**src/rtl/smpl_mem_arbiter.sv**
```systemverilog
// Three-way single-port memory arbiter: debug > fetch/data (round-robin), with a
// limit on consecutive debug grants while fetch or data is waiting.
module smpl_mem_arbiter #(
   parameter int unsigned DBG_LIMIT = 4
) (
   input  logic        clock,
   input  logic        reset,
   input  logic        halt_i,
   input  logic        f_req_i,
   input  logic [12:0] f_addr_i,
   input  logic        d_req_i,
   input  logic        d_we_i,
   input  logic [12:0] d_addr_i,
   input  logic [15:0] d_wdata_i,
   input  logic        g_req_i,
   input  logic        g_we_i,
   input  logic [12:0] g_addr_i,
   input  logic [15:0] g_wdata_i,
   output logic        f_gnt_o,
   output logic        d_gnt_o,
   output logic        g_gnt_o,
   output logic        f_rvalid_o,
   output logic        d_rvalid_o,
   output logic        g_rvalid_o,
   output logic [15:0] rdata_o,
   output logic [12:0] mem_addr_o,
   output logic [15:0] mem_wdata_o,
   output logic        mem_re_o,
   output logic        mem_we_o,
   input  logic [15:0] mem_rdata_i
);

   localparam int unsigned CntW = ($clog2(DBG_LIMIT + 1) > 3) ? $clog2(DBG_LIMIT + 1) : 3;

   logic            rr_q, rr_d;  // 1: data favoured on the next f/d conflict
   logic [CntW-1:0] dbg_cnt_q, dbg_cnt_d;
   logic            f_rvalid_q, d_rvalid_q, g_rvalid_q;
   logic            fd_wait, dbg_force;

   assign fd_wait   = f_req_i | d_req_i;
   assign dbg_force = fd_wait && (dbg_cnt_q >= CntW'(DBG_LIMIT));

   always_comb begin
      f_gnt_o = 1'b0;
      d_gnt_o = 1'b0;
      g_gnt_o = 1'b0;
      if (!halt_i && !reset) begin
         if (g_req_i && !dbg_force) begin
            g_gnt_o = 1'b1;
         end else if (f_req_i && d_req_i) begin
            if (rr_q) d_gnt_o = 1'b1;
            else      f_gnt_o = 1'b1;
         end else if (f_req_i) begin
            f_gnt_o = 1'b1;
         end else if (d_req_i) begin
            d_gnt_o = 1'b1;
         end
      end
   end

   always_comb begin
      mem_addr_o  = '0;
      mem_wdata_o = '0;
      mem_we_o    = 1'b0;
      if (g_gnt_o) begin
         mem_addr_o  = g_addr_i;
         mem_wdata_o = g_wdata_i;
         mem_we_o    = g_we_i;
      end else if (d_gnt_o) begin
         mem_addr_o  = d_addr_i;
         mem_wdata_o = d_wdata_i;
         mem_we_o    = d_we_i;
      end else if (f_gnt_o) begin
         mem_addr_o  = f_addr_i;
      end
      mem_re_o = (f_gnt_o | d_gnt_o | g_gnt_o) & ~mem_we_o;
   end

   always_comb begin
      rr_d      = rr_q;
      dbg_cnt_d = dbg_cnt_q;
      if (f_gnt_o) begin
         rr_d      = 1'b1;
         dbg_cnt_d = '0;
      end else if (d_gnt_o) begin
         rr_d      = 1'b0;
         dbg_cnt_d = '0;
      end else if (!halt_i && !fd_wait) begin
         dbg_cnt_d = '0;
      end else if (g_gnt_o) begin
         dbg_cnt_d = dbg_cnt_q + CntW'(1);
      end
   end

   always_ff @(posedge clock or posedge reset) begin
      if (reset) begin
         rr_q       <= 1'b0;
         dbg_cnt_q  <= '0;
         f_rvalid_q <= 1'b0;
         d_rvalid_q <= 1'b0;
         g_rvalid_q <= 1'b0;
      end else begin
         rr_q       <= rr_d;
         dbg_cnt_q  <= dbg_cnt_d;
         f_rvalid_q <= f_gnt_o;
         d_rvalid_q <= d_gnt_o & ~d_we_i;
         g_rvalid_q <= g_gnt_o & ~g_we_i;
      end
   end

   assign f_rvalid_o = f_rvalid_q;
   assign d_rvalid_o = d_rvalid_q;
   assign g_rvalid_o = g_rvalid_q;
   assign rdata_o    = (f_rvalid_q | d_rvalid_q | g_rvalid_q) ? mem_rdata_i : 16'h0000;

endmodule
```
**config.mk**
```make
export PLATFORM = sky130hd
export DESIGN_NAME = smpl_mem_arbiter
export DESIGN_NICKNAME = d
export VERILOG_FILES = /design/src/rtl/smpl_mem_arbiter.sv
export SDC_FILE = /design/constraint.sdc
export NUM_CORES = 1
export LEC_CHECK = 0
export ABC_CLOCK_PERIOD_IN_PS = 4500
export CAP_MARGIN = 30
export CORE_MARGIN = 1
export CORE_UTILIZATION = 27
export CTS_CLUSTER_DIAMETER = 120
export DETAILED_ROUTE_END_ITERATION = 6
export PLACE_DENSITY = 0.86
export SLEW_MARGIN = 40
export SYNTH_ARGS = -nofsm -noshare
export SYNTH_HDL_FRONTEND = slang
export SYNTH_SLANG_ARGS = --single-unit
```
**constraint.sdc**
```tcl
create_clock -name clock -period 4.5 [get_ports clock]
set_input_delay 1.125 -clock clock [delete_from_list [all_inputs] [get_ports clock]]
set_output_delay 1.125 -clock clock [all_outputs]
set_load 0.01 [all_outputs]
```
# Word-level counts from Yosys, hierarchy flattened

Cells that the tools add are included.
W data, S select, Z words.

$mul: 0
Div/mod/pow operators: 0
Shift operators: 0
Reduce and logical (&&, ||, !) cells: 11
Bitwise operators: 11
Muxes and demuxes: 27
Add/subtract/negate cells: 1
Equality and inequality tests: 0
Magnitude comparators: 1

Operators with widths:

| cell                  | count |
|---|---|
| $mux W16              | 3 |
| $mux W13              | 3 |
| $mux W1               | 17 |
| $mux W3               | 4 |
| $logic_and A1 B1 Y1   | 5 |
| $or A1 B1 Y1          | 5 |
| $logic_not A1 Y1      | 4 |
| $reduce_bool A4 Y1    | 1 |
| $add A3 B1 Y3 const B | 1 |
| $and A1 B1 Y1         | 3 |
| $ge A3 B3 Y1 const B  | 1 |
| $not A1 Y1            | 3 |
| $reduce_bool A2 Y1    | 1 |

Bits in latches: 0
Memories kept: 0
RAM bits: 0
Register bits: 7
ROM bits: 0

# Depth between registers and ports, before layout

Gate-level depths: netlist (run 1).

Word-level depth: 10
Mapped depth: 7
Depth with buffers taken out: 4

# Least setup slack after synthesis (run 1)

No wires, ideal clock.

Kind: in2out
Start point: input port reset
End point: output port mem_addr_o[0]
Path slack: 1.046 ns
Arrival: 2.329 ns
Required time: 3.375 ns
Stages on the path: 6
Cells stage by stage: or3b_1 -> buf_2 -> or2_1 -> buf_6 -> buf_6 -> a31oi_1

Longest elaborated chain between the ends: 6
Elaborated cells between the ends (all ways): 8
Classes of those cells: mux (6); reduce/logical (2)

RTL lines:

| what                         | RTL line | source |
|---|---|---|
| start: declaration           | 7        | `input logic reset,` |
| $logic_not A1 Y1 (no line) * | -        |  |
| $logic_and A1 B1 Y1 *        | 47       | `if (!halt_i && !reset) begin` |
| $mux W1                      | 47       |  |
| $mux W13                     | 73       | `end else if (f_gnt_o) begin` |
| $mux W13                     | 69       | `end else if (d_gnt_o) begin` |
| $mux W13 *                   | 65       | `if (g_gnt_o) begin` |
| end: declaration             | 26       | `output logic [12:0] mem_addr_o,` |

Every way passes the cells marked *; elsewhere a longest branch is shown, timed or not.

# Final worst setup path (run 1)

Start point: input port g_req_i
End point: output port mem_addr_o[2]

Longest elaborated chain between the ends: 6
Elaborated cells between the ends (all ways): 10
Classes of those cells: mux (9); reduce/logical (1)

RTL lines:

| what                  | RTL line | source |
|---|---|---|
| start: declaration    | 15       | `input logic g_req_i,` |
| $logic_and A1 B1 Y1 * | 48       | `if (g_req_i && !dbg_force) begin` |
| $mux W1               | 48       |  |
| $mux W1               | 47       |  |
| $mux W13              | 73       |  |
| $mux W13              | 69       |  |
| $mux W13 *            | 65       |  |

Marks and branches as above.

==> results.yml, run 1 <==
outcome:
  outcome: "completed"
timing:
  hold_violations: 0
  period_needed_ns: 4.421
  whs_ns: 0.4975
  clock-skew-final_ns: 0.001894
  setup_ws_ns: 0.07881
  setup_viol: 0
  rsz0062_at_grt: "no"
  worst_pin_slew_ns: 0.2817
  finalCritPeriodShare: 0.9825
  fmax_mhz: 226.2
  slew-limit-headroom: 0.8120
  drv_slew: 0
  setup-tns-final_ns: 0
detailed_routing:
  drc_errors: 0
  vias: 1796
  wl_per_cell_um: 16.04
  vias_per_cell: 5.176
  initialDrtViolationCount: 146
  ant_nets: 0
  firstDrtPassIters: 4
  wl_um: 5567
setup_path:
  cpPeakStageDelay_ns: 0.56
  crit_top_cell: "clkdlybuf4s50_1"
  critPathBufInv: 3
  critical_path.startpoint_type: "primary input"
  cpMaxStageDelayCell: "clkdlybuf4s50_1"
  cp_data_arrival_time_ns: 3.30
  required_ns: 3.38
  cp-end-kind: "output port"
  cp_top_family: "buffers and inverters"
  path_cells: "clkdlybuf4s50_1 > or3b_1 > or2_1 > buf_4 > a31oi_1 > clkdlybuf4s50_1"
  worst-setup-path-type: "in -> out"
  crit_fanout: 13
floorplan:
  die_w_um: 66.37
  fp.dieArea_sq_um: 4404
  fp-row-count: 23
  die_h_um: 66.37
  core_area_sq_um: 4000
  start_util: 0.2796
  num_io_pins: 148
placement:
  place_ws_ns: 0.09489
  place_congestion: 0.8154
  dp_hpwl_um: 4489
  port_buffers: 147
cells_and_area:
  drive_above_1_share: 0.05724
  synthToLayoutAreaGrowth_pct: 139.7
  fillerInstances: 353
  final_core_util: 0.6703
  mostFrequentLayoutCells: "clkdlybuf4s50_1 (147), nand4_1 (27), a22o_1 (17)"
  finalNetCount: 394
  layout_commonest_cell: "clkdlybuf4s50_1"
  diodes: 0
clock_network:
  post_cts_resized: 0
  clkTransAtPathRegs_ns: 0.04
  root_buffer: "clkbuf_8"
  cts_hold_buffers: 0
  cts_setup_buffers: 0
  clock_latency_ns: 0.22
  clock-sinks: 7
  cts_inserted_buffers: 3
  htreeDepth: 1
  cts.path.max_buffers: 2
  tritoncts: "yes"
synthesis:
  syn_area_sq_um: 1119
  ys_seq_area_frac: 0.1566
  async_reset_ff_frac: 1.000
  syn_nets: 249
  ys_ff_latch: 7
  synth_edf_count: 0
  netlist_instances: 153
  synth_flop_cell: "dfrtp_1"
  synth_cell_types: 31
  avgSynthCellArea_sq_um: 7.311
  synth_area_leaders: "dfrtp_1 (16%), nand4_1 (15%), a22o_1 (13%), nor2b_1 (8.9%), a31oi_1 (7.8%)"
  ys_warn_count: 0
  synth_top_area_cell: "dfrtp_1"
  netlist.area_leader.share: 0.1566
flow_run:
  drv_cap: 0
power:
  p_total_uw: 370.8
  ir_drop_uv: 202.3
  power.leakage_nw: 1.008
  p_per_area_nw_per_um2: 138.3
min_path:
  hp-class: "reg -> reg"
grt:
  grt-ovfl-total: 0
  grt_max_degree: 30
  grt_pass1_wl_um: 8376
  antenna_found_initial: 0
  grt_pass1_vias: 1685
  gr-usage-all-layers: 0.2486
==> cells in the mapped netlist (all sizes together), types with 2 or more instances <==
| master | n |
|---|---|
| a22o | 17 |
| a22oi | 3 |
| a31oi | 14 |
| and2 | 13 |
| buf | 5 |
| clkbuf | 13 |
| clkinv | 2 |
| dfrtp | 7 |
| inv | 3 |
| nand4 | 27 |
| nor2 | 2 |
| nor2b | 16 |
| nor3 | 14 |
| o21ai | 2 |
| or3 | 2 |
| or3b | 2 |
==> routing by layer <==
| layer | track usage | share of wire | vias to the layer above |
|---|---|---|---|
| met5 | 0 | 0 | - |
| met4 | 0.06383 | 0.016 | 0 |
| met3 | 0.05345 | 0.084 | 10 |
| met2 | 0.4349 | 0.49 | 79 |
| met1 | 0.3043 | 0.41 | 824 |
| li1 | - | - | 883 |
==> path summary, 6_finish.rpt <==
| check | startpoint | end | slack (ns) | cells past startpoint |
|---|---|---|---|---|
| max | g_req_i | mem_addr_o[2] | 0.08 | 6 |
| max in group asynchronous | reset | rr_q | 3.05 | 2 |
| max reg2reg | dbg_cnt_q[2] | dbg_cnt_q[1] | 3.03 | 4 |
| min in group asynchronous | reset | dbg_cnt_q[2] | 1.23 | 2 |
| min reg2reg | rr_q | rr_q | 0.50 | 1 |
| min | rr_q | rr_q | 0.50 | 1 |
==> sequential cells by signal (all words and copies together) (netlist names) <==
register / flops
dbg_cnt_q: 3
d_rvalid_o: 1
f_rvalid_o: 1
g_rvalid_o: 1
rr_q: 1
==> cell type report <==
type	instances	area, sq um	share of cell area
clock buffers	4	45.04	0.01680
inverters	5	31.28	0.01167
multi-input cells	123	813.3	0.3033
flip-flops and latches	7	175.2	0.06533
well taps	50	62.56	0.02333
repair buffers	158	1554	0.5796
==> cell families after synthesis <==
family | Yosys count | synth area share
AO/OA/AOI/OAI | 42 | 0.2808
adder cells (fa/ha/maj) | 1 | 0.01118
AND/OR/NAND/NOR | 80 | 0.4329
flip-flops | 7 | 0.1566
buffers and inverters | 23 | 0.1186
==> stage by stage <==
| stage | std cells | instance area, sq um |
|---|---|---|
| final | 347 | 2681 |
| after global routing | 347 | 2681 |
| after CTS | 347 | 2681 |
| after detailed placement | 343 | 2636 |
| after global placement | 343 | 2636 |
| after floorplan | 153 | 1119 |
==> report_power, final <==
part | internal, mW | switching, mW | total (mW)
logic | 0.136 | 0.0766 | 0.212
registers | 0.0686 | 0.00337 | 0.0720
clock network | 0.0611 | 0.0253 | 0.0864
==> worst reg2reg max path: stages, from the launching register on <==
cell	delay (ns)
dfrtp_1	0.39
or2b_1	0.24
buf_4	0.22
a2bb2o_1	0.35
a22oi_1	0.18
No activity file was read; power rests on OpenSTA's default activity.
==> run 2, diff against run 1 <==
- ABC_CLOCK_PERIOD_IN_PS: 4500 -> 3690
- CORE_UTILIZATION: 27 -> 23
- PLACE_DENSITY: 0.86 -> 0.78
- SLEW_MARGIN: 40 -> 10
- clock period: 4.5 -> 3.69 ns (I/O delays scaled with it)
==> results.yml, run 2 (synthesis gave the netlist of run 1 again) <==
cells_and_area:
  final_core_util: 0.5877
  synthToLayoutAreaGrowth_pct: 146.5
  seq_area_sq_um: 175.2
  layout_commonest_cell: "clkdlybuf4s50_1"
  diodes: 0
  fillerInstances: 465
  regMostFlops: "dbg_cnt_q"
  multi_input_area_sq_um: 815.8
  mostFrequentLayoutCells: "clkdlybuf4s50_1 (115), dlygate4sd2_1 (31), nand4_1 (27)"
  largest_register_ffs: 3
  finalNetCount: 402
  drive_above_1_share: 0.08525
placement:
  place_congestion: 0.8597
  port_buffers: 147
  place_ws_ns: -0.2647
  dp_hpwl_um: 4552
setup_path:
  r2r-start: "dbg_cnt_q[2]"
  timing.rr.end: "dbg_cnt_q[1]"
  cp.depth: 7
  r2r_cells: 4
  cp_top_family: "buffers and inverters"
  crit_top_cell: "clkdlybuf4s50_1"
  cpPeakStageDelay_ns: 0.48
  worst-setup-path-type: "in -> out"
  required_ns: 2.77
  reg2reg_slack_ns: 2.23
  cp-end-kind: "output port"
  cp-endpoint: "d_gnt_o"
  critPathLaunch: "g_req_i"
  critical_path.startpoint_type: "primary input"
  cp_data_arrival_time_ns: 2.67
  crit_fanout: 18
  critPathBufInv: 5
  cpMaxStageDelayCell: "clkdlybuf4s50_1"
  path_cells: "clkdlybuf4s50_1 > buf_4 > or2b_1 > nand4_1 > clkinv_1 > buf_12 > clkdlybuf4s50_1"
grt:
  grt-ovfl-total: 0
  grt_pass1_vias: 1733
  grt_max_degree: 30
  antenna_found_initial: 0
  gr-usage-all-layers: 0.2069
  grt_pass1_wl_um: 8480
timing:
  setup_viol: 0
  period_needed_ns: 3.594
  finalCritPeriodShare: 0.9740
  rsz0062_at_grt: "no"
  whs_ns: 0.4918
  setup_ws_ns: 0.09600
  slew-limit-headroom: 0.7888
  hold_violations: 0
  worst_pin_slew_ns: 0.3165
  clock-skew-final_ns: 0.004262
  fmax_mhz: 278.2
  drv_slew: 0
detailed_routing:
  vias_per_cell: 4.928
  drc_errors: 0
  wl_um: 5484
  wl_per_cell_um: 15.28
  initialDrtViolationCount: 42
  ant_nets: 0
  vias: 1769
  firstDrtPassIters: 4
power:
  ir_drop_uv: 221.2
  power.leakage_nw: 1.206
  p_per_area_nw_per_um2: 163.0
floorplan:
  die_h_um: 71.74
  fp.dieArea_sq_um: 5146
  start_util: 0.2384
  num_io_pins: 148
  die_w_um: 71.74
  core_area_sq_um: 4692
  fp-row-count: 25
min_path:
  hp-class: "reg -> reg"
clock_network:
  root_buffer: "clkbuf_8"
  clock_latency_ns: 0.22
  htreeDepth: 1
  cts_hold_buffers: 0
  cts.path.max_buffers: 2
  clkTransAtPathRegs_ns: 0.04
  clock-sinks: 7
  cts_inserted_buffers: 3
  tritoncts: "yes"
outcome:
  outcome: "completed"
flow_run:
  drv_cap: 0
==> run 2: layer usage <==
metal	GRT usage	vias to the layer above	wire length, um
met5	0	-	0
met4	0.07190	0	136
met3	0.02250	16	260
met2	0.3627	63	2788
met1	0.2624	795	2299
li1	-	895	-
==> run 2: through the flow <==
step	setup TNS, ns	area [sq um]	std cells	total power [mW]
floorplan	0	1119	153	0.1780
global placement	-5.075	2739	355	0.3510
detailed placement	-6.088	2739	355	0.3555
CTS	0	2748	359	0.4531
global route	0	2758	359	0.4792
finish	0	2758	359	0.4495
==> run 2: worst min path at each step <==
stage / from / end / slack (ns) / cells past startpoint
2_1_floorplan: rr_q / rr_q / 0.46 / 1
3_3_place_gp: rr_q / rr_q / 0.48 / 1
3_5_place_dp: rr_q / rr_q / 0.48 / 1
4_1_cts: rr_q / rr_q / 0.49 / 1
5_1_grt: rr_q / rr_q / 0.52 / 1
6_report: rr_q / rr_q / 0.49 / 1
==> run 2: repair_timing <==
| action | CTS | global route |
|---|---|---|
| endpoints found under the hold margin | 0 | 0 |
| buffers inserted | 0 | 0 |
| setup endpoints to repair | 32 | 2 |
| resized for setup | 32 | 3 |
==> run 2: area by class of cell <==
type                    count  share of cell area
repair buffers            166              0.5885
multi-input cells         123              0.2958
flip-flops and latches      7             0.06352
well taps                  54             0.02450
clock buffers               4             0.01633
inverters                   5             0.01134
==> run 2: where the power goes <==
part	total (mW)	internal [mW]	switching (mW)
combinational	0.256	0.162	0.0937
clock	0.106	0.0746	0.0315
sequential	0.0876	0.0837	0.00392
total	0.450	0.320	0.129
==> run 2: worst reg2reg max path: cells and delay by family, from the launching register on <==
kind	cells	cell delay (ns)
DFF	1	0.38
buffers and inverters	1	0.20
AOI/OAI and AO/OA	2	0.32
and+or+nand+nor	1	0.47
==> run 3, diff against run 2 <==
- ABC_CLOCK_PERIOD_IN_PS: 3690 -> 4460
- CORE_UTILIZATION: 23 -> 27
- PLACE_DENSITY: 0.78 -> 0.86
- clock period: 3.69 -> 4.46 ns (I/O delays scaled with it)
==> results of run 3 <==
Same layout as run 1 (identical final DEF). Status: completed.
Main changes from that run: setup slack after placement 0.09489 ns -> 0.07489 ns; setup slack after layout 0.07881 ns -> 0.05881 ns; register-to-register setup slack 3.03 ns -> 2.99 ns; total power 0.3708 mW -> 0.3741 mW; worst IR drop on VDD 202.3 uV -> 204.1 uV
